<file path="config.mk">
export PLATFORM = sky130hd
export DESIGN_NAME = dx_operand_stage
export DESIGN_NICKNAME = d
export VERILOG_FILES = /design/src/rtl/dx_operand_stage.sv
export SDC_FILE = /design/constraint.sdc
export NUM_CORES = 1
export LEC_CHECK = 0
export CAP_MARGIN = 20
export CORE_UTILIZATION = 39
export CTS_CLUSTER_DIAMETER = 80
export DETAILED_ROUTE_END_ITERATION = 6
export GPL_TIMING_DRIVEN = 0
export PLACE_DENSITY_LB_ADDON = 0.1
export SLEW_MARGIN = 20
export SYNTH_ARGS = -nofsm -noshare
export SYNTH_HDL_FRONTEND = slang
export SYNTH_SLANG_ARGS = --single-unit
</file>
<file path="constraint.sdc">
create_clock -name clk -period 2 [get_ports clk]
set_input_delay 0.5 -clock clk [delete_from_list [all_inputs] [get_ports clk]]
set_output_delay 0.5 -clock clk [all_outputs]
set_load 0.02 [all_outputs]
</file>
<file path="src/rtl/dx_operand_stage.sv">
// D/X pipeline register feeding the ALU: latches the decoded insn, resolves both
// operands through an X > M > W > regfile bypass, and raises load-use / hold stalls.
module dx_operand_stage #(
    parameter int REG_SIZE      = 8,
    parameter int INSN_OPC_SIZE = 4,
    parameter int REG_ADDR_SIZE = 4,
    parameter int CNT_SIZE      = 16
) (
    input  logic                     clk,
    input  logic                     reset,
    input  logic                     D_valid,
    input  logic [INSN_OPC_SIZE-1:0] D_insn_opc,
    input  logic [REG_ADDR_SIZE-1:0] D_src_0_addr,
    input  logic [REG_ADDR_SIZE-1:0] D_src_1_addr,
    input  logic                     D_src_0_used,
    input  logic                     D_src_1_used,
    input  logic [REG_SIZE-1:0]      D_src_0_rf,
    input  logic [REG_SIZE-1:0]      D_src_1_rf,
    input  logic [REG_ADDR_SIZE-1:0] D_dst_addr,
    input  logic                     D_wb_en,
    input  logic                     D_is_ld,
    input  logic [REG_SIZE-1:0]      X_result_ALU,
    input  logic                     XM_valid,
    input  logic                     XM_wb_en,
    input  logic [REG_ADDR_SIZE-1:0] XM_dst_addr,
    input  logic [REG_SIZE-1:0]      XM_result,
    input  logic                     MW_valid,
    input  logic                     MW_wb_en,
    input  logic [REG_ADDR_SIZE-1:0] MW_dst_addr,
    input  logic [REG_SIZE-1:0]      MW_result,
    input  logic                     X_flush,
    input  logic                     X_hold,
    output logic                     DX_valid,
    output logic [INSN_OPC_SIZE-1:0] DX_insn_opc,
    output logic [REG_SIZE-1:0]      src_0_data_ALU,
    output logic [REG_SIZE-1:0]      src_1_data_ALU,
    output logic [REG_ADDR_SIZE-1:0] DX_dst_addr,
    output logic                     DX_wb_en,
    output logic                     DX_is_ld,
    output logic                     D_stall,
    output logic [CNT_SIZE-1:0]      stall_cnt
);

    logic [1:0][REG_ADDR_SIZE-1:0] src_addr;
    logic [1:0][REG_SIZE-1:0]      src_rf;
    logic [1:0][REG_SIZE-1:0]      src_fwd;
    logic                          x_fwd_ok;
    logic                          load_use;

    assign src_addr = {D_src_1_addr, D_src_0_addr};
    assign src_rf   = {D_src_1_rf, D_src_0_rf};

    // A load in DX has no result yet, so it must not bypass from the ALU output.
    assign x_fwd_ok = DX_valid & DX_wb_en & ~DX_is_ld;

    for (genvar i = 0; i < 2; i++) begin : g_fwd
        always_comb begin
            src_fwd[i] = src_rf[i];
            if (x_fwd_ok && DX_dst_addr == src_addr[i])
                src_fwd[i] = X_result_ALU;
            else if (XM_valid && XM_wb_en && XM_dst_addr == src_addr[i])
                src_fwd[i] = XM_result;
            else if (MW_valid && MW_wb_en && MW_dst_addr == src_addr[i])
                src_fwd[i] = MW_result;
        end
    end

    assign load_use = D_valid & DX_valid & DX_is_ld & DX_wb_en &
                      ((D_src_0_used & (DX_dst_addr == D_src_0_addr)) |
                       (D_src_1_used & (DX_dst_addr == D_src_1_addr)));

    assign D_stall = ~reset & ~X_flush & (X_hold | load_use);

    always_ff @(posedge clk or posedge reset) begin
        if (reset) begin
            DX_valid       <= 1'b0;
            DX_insn_opc    <= '0;
            src_0_data_ALU <= '0;
            src_1_data_ALU <= '0;
            DX_dst_addr    <= '0;
            DX_wb_en       <= 1'b0;
            DX_is_ld       <= 1'b0;
        end else if (X_flush) begin
            DX_valid <= 1'b0;
        end else if (X_hold) begin
            DX_valid <= DX_valid;
        end else if (load_use) begin
            DX_valid <= 1'b0;
        end else begin
            DX_valid <= D_valid;
            // Idle-to-idle cycles leave the payload untouched.
            if (D_valid || DX_valid) begin
                DX_insn_opc    <= D_insn_opc;
                src_0_data_ALU <= src_fwd[0];
                src_1_data_ALU <= src_fwd[1];
                DX_dst_addr    <= D_dst_addr;
                DX_wb_en       <= D_wb_en;
                DX_is_ld       <= D_is_ld;
            end
        end
    end

    always_ff @(posedge clk or posedge reset) begin
        if (reset)
            stall_cnt <= '0;
        else if (D_stall && !(&stall_cnt))
            stall_cnt <= stall_cnt + {{(CNT_SIZE-1){1'b0}}, 1'b1};
    end

endmodule

</file>
== After elaboration in Yosys (flattened, before gate mapping) ==
Index checks and enable logic that the tools add are counted.

* Flip-flop bits (word level): 43
* Input port bits: 77
* Output and inout bits: 44
* Word-level logic and storage cells: 55

* Add/subtract/negate cells: 1
* Equal/unequal tests: 7
* Multiplexer cells: 9
* Bitwise gates (word level): 17
* Reduce and logical (&&, ||, !) cells: 13

{| class="wikitable"
|+ Operators with widths
! cell !! count
|-
| 8-bit two-way mux || 6
|-
| 4-bit == test || 6
|-
| 16-bit by 1-bit adder with 16-bit output (second input constant) || 1
|-
| 16-bit AND reduction || 1
|-
| 1-bit AND || 10
|-
| 1-bit logical AND || 9
|-
| 1-bit inverter || 5
|-
| 4-bit AND reduction || 1
|-
| 1-bit two-way mux || 3
|-
| 2-bit inequality test (second input constant) || 1
|-
| 1-bit OR || 2
|-
| 1-bit logical NOT || 1
|-
| 1-bit logical OR || 1
|}

== Longest topological paths before layout ==
* Depth after elaboration: 7
* Gate-level depth with buffers: 7
* Depth with buffers taken out: 6

== Least setup slack after synthesis ==
Ideal clock, no wire load.

* Kind: reg2out
* From: register DX_dst_addr[2]
* To: output D_stall
* Arrival: 1.758 ns
* Required time: 1.500 ns
* Setup slack: -0.258 ns
* Cell stages (with the launch flop): 7
* Path buffers: 2
* Cells stage by stage: dfrtp_1 -> xnor2_1 -> nand4_2 -> o221a_1 -> buf_6 -> buf_2 -> nor2_1

* Cells in the longest elaborated chain, start to end: 6
* Elaborated cells on any way between the ends: 8
* Those cells by class: eq/ne (2); bitwise (6)

{| class="wikitable"
|+ RTL lines
! what !! RTL line !! text
|-
| start, declared || 37 || <nowiki>output logic [REG_ADDR_SIZE-1:0] DX_dst_addr,</nowiki>
|-
| start signal, assigned || 96 || <nowiki>DX_dst_addr <= D_dst_addr;</nowiki>
|-
| 4-bit == test (on tied branches) || 69, 70 ||
|-
| 1-bit AND (on tied branches) || 69, 70 ||
|-
| 1-bit OR * || 69 || <nowiki>((D_src_0_used & (DX_dst_addr == D_src_0_addr)) |</nowiki>
|-
| 1-bit AND * || 68 || <nowiki>assign load_use = D_valid & DX_valid & DX_is_ld & DX_wb_en &</nowiki>
|-
| 1-bit OR * || 72 || <nowiki>assign D_stall = ~reset & ~X_flush & (X_hold | load_use);</nowiki>
|-
| 1-bit AND * || 72 ||
|-
| end, declared || 40 || <nowiki>output logic D_stall,</nowiki>
|}

Every way passes the cells marked *; elsewhere a longest branch is shown, timed or not.

== Worst setup path in the final report ==
* From: register DX_dst_addr[3]
* To: output D_stall

The elaborated chain is that of the path after synthesis.

==> reports/summary.txt <==
failing checks: setup timing
fin crit share: 1.07
Tmin final: 2150 ps
warnings from Yosys: 0
most frequent CP cell: buf_6
initial antenna violation count: 0
DP Area: 4210 sq um
top-area cell type share of the netlist area: 0.383
synthesis-to-finish area growth: 65.2%
instance count on the critical path: 6
Tot Pwr: 3.16 mW
die height: 86.8 microns
fill count: 596
Max-slew headroom: 0.570
# setup viols final: 17
Inserted Clock Buffers: 5
CP max stage delay: 440 ps
status: finished, violations left
worst-path cell chain: xnor2_2 -> nand4_2 -> o221a_1 -> buf_6 -> nor2_4 -> buf_6
Layout Skew: 6.63 ps
largest net degree at the start of global routing: 35
ranking of synthesized cells by area: dfrtp_1, xnor2_1, and3_1
RSZ-0062 raised after global routing: yes
syn_nets: 370
most area-hungry cell type in the Yosys netlist: dfrtp_1
vias per std cell: 5.27
Max IR drop VDD: 0.360 mV
Syn Inst Count: 292
Critical Path Start Type: register
register area: 1080 sq um
first-pass GRT wire length: 12,700 microns
Max Clock Freq: 466 MHz
final hold viol count: 0
core region area: 6870 sq um
vias: 2,812
hold buffers post-CTS: 0
Top delay family on crit path: flip-flops
row cnt: 30
post-route core utilization: 0.675
kind of critical path: register to output port
wirelength, routed: 8120 microns
CP Max Fanout: 3
CTS clk-pin slew, worst paths: 80 ps
# DRC: 0
slowest CP cell: dfrtp_2
post-DP HPWL: 6320 microns
number of synthesized flops with an enable pin: 0
global placement routability congestion: 0.857
crit end category: output port
Wirelength per Cell: 15.2 microns
Multi-input gate area: 1870 sq um
R2R setup slack: -30 ps
Design Area, Final: 4640 sq um
number of nets still failing antenna checks after routing: 0
Root Driver: clkbuf_8
Overall Global Routing Usage: 0.220
Worst Hold Margin: 476 ps
H-tree levels: 2
reg2reg start: DX_dst_addr[3]
Critical path buffers and inverters: 2
Antenna Diode Count: 0
post-synthesis sequential area ratio: 0.383
Worst EP arrival: 1650 ps
ys async rst share: 1.00
Sink Count: 43
Synth Area per Inst: 9.61 sq um
clk_lat worst skew: 290 ps
Yosys reg bits: 43
Max-cap violations: 0
Leakage: 1.85 nW
DR pass1 iterations: 4
DRT iter0 DRCs: 124
vias in the first global route: 2,716
post-synthesis cell area: 2810 sq um
worst r2r dst: stall_cnt[15]
Die Wd: 86.8 microns
Required @ worst endpoint: 1500 ps
Max Buffers Root-to-Sink: 2
Worst Hold Class: primary input to async pin
number of distinct library cells after synthesis: 37
Final Max Slew Viols: 0
post-layout worst setup margin: -148 ps
pwr dens: 682 nW/um^2
Post-synth top flop: dfrtp_1
io pins: 121
clock tree from TritonCTS: yes
Starting Density: 0.409
R2R depth: 8
Slew @ Worst Pin: 643 ps
grt ovf: 0
total die area: 7540 sq um
share of cells above drive strength 1: 0.224
PortBufs: 120
# nets final: 515
[worst max-delay path by stage]
stage	start	to	slack [ps]
after floorplan	D_src_0_addr[1]	D_stall	9
final	DX_dst_addr[3]	D_stall	-150
after CTS	DX_dst_addr[1]	D_stall	-160
after detailed placement	D_src_0_addr[1]	D_stall	-1270
after global routing	DX_dst_addr[0]	D_stall	-230
after global placement	D_src_0_addr[1]	D_stall	-1260
[cells in the final DEF (no fill, tap or decap), drive strengths merged]
cell / synthesis / final
nand3: 8 / 8
a21oi: 18 / 18
ha: 1 / 1
and3: 24 / 24
clkdlybuf4s50: 0 / 108
mux2: 12 / 12
nor3: 8 / 8
o22a: 1 / 1
a21boi: 16 / 16
nor4: 1 / 1
clkbuf: 5 / 13
buf: 10 / 31
bufinv: 0 / 2
and2: 2 / 2
inv: 3 / 3
and4: 3 / 3
o221ai: 1 / 1
o221a: 1 / 1
xnor2: 22 / 22
xor2: 16 / 16
nand4: 7 / 7
nand4b: 2 / 2
nand2: 26 / 26
nor2: 9 / 9
dfrtp: 43 / 43
clkdlybuf4s15: 0 / 5
o311ai: 17 / 17
dlygate4sd2: 0 / 2
a31oi: 16 / 16
or2: 3 / 3
nand3b: 17 / 17
[routing by layer]
layer  up-vias  wire [microns]  GRT usage
met5         -               0          0
met4         0              59     0.0455
met3         5             493     0.0390
met2       105            3970      0.382
met1      1315            3600      0.286
li1       1387               -          -
[report_power, final]
part | total (mW) | switching [mW] | leakage [nW] | internal, mW
registers | 1.16 | 0.144 | 0.518 | 1.02
clock network | 0.788 | 0.289 | 0.0654 | 0.499
logic | 1.21 | 0.551 | 1.27 | 0.661
[stage by stage]
stage	setup TNS, ps	worst slack, ps	cells
2_1_floorplan	0	9.01	292
3_3_place_gp	-44680	-1260	508
3_5_place_dp	-26460	-1270	509
4_1_cts	-419	-156	531
5_1_grt	-4730	-227	534
6_report	-521	-148	534
[registers in the layout (all words and copies together) (netlist names)]
| signal | count |
|---|---|
| stall_cnt | 16 |
| DX_is_ld | 1 |
| src_1_data_ALU | 8 |
| src_0_data_ALU | 8 |
| DX_insn_opc | 4 |
| DX_valid | 1 |
| DX_wb_en | 1 |
| DX_dst_addr | 4 |
[cells in the mapped netlist (4+ instances only)]
cell / number
a21oi_1: 18
nand2_1: 26
xnor2_1: 22
dfrtp_1: 43
nand3b_1: 17
nand4_1: 5
a31oi_1: 16
buf_2: 5
and3_1: 24
nand3_1: 8
o311ai_1: 4
xor2_1: 16
a21boi_0: 16
mux2_2: 9
nor3_2: 4
nor2_1: 9
o311ai_0: 13
[cell families (layout without fill, tap and decap cells)]
kind of cell    after synthesis  after routing  synth area share
mux                          12             12            0.0481
xor+xnor                     38             38             0.119
fa+ha+maj                     1              1           0.00446
compound gates               70             70             0.176
flops                        43             43             0.383
buf+inv                      18            164            0.0325
simple gates                110            110             0.237
[repair_timing]
| action | 4_1_cts | 5_1_grt |
|---|---|---|
| pin swaps | 24 | 5 |
| resized for setup | 72 | 13 |
| cloned | 2 | 0 |
| endpoints found under the setup margin | 41 | 33 |
| setup buffers | 13 | 4 |
[worst register-to-register path, stage by stage (launching register included)]
cell     delay (ps)
dfrtp_2         440
xnor2_2         170
nand4_2         130
o221a_1         300
buf_6           130
buf_4           160
buf_4           170
nor4_2          290
xor2_1          160
[area by class of cell]
type                            instances  share of cell area
Sequential cell                        43               0.233
Clock buffer                            6              0.0157
Inverter                                3             0.00243
Clock inverter                          2              0.0130
Multi-Input combinational cell        231               0.403
Timing Repair Buffer                  140               0.289
Buffer                                 13              0.0181
Tap cell                               96              0.0259
Note: power is estimated with default switching activity, not from simulation.
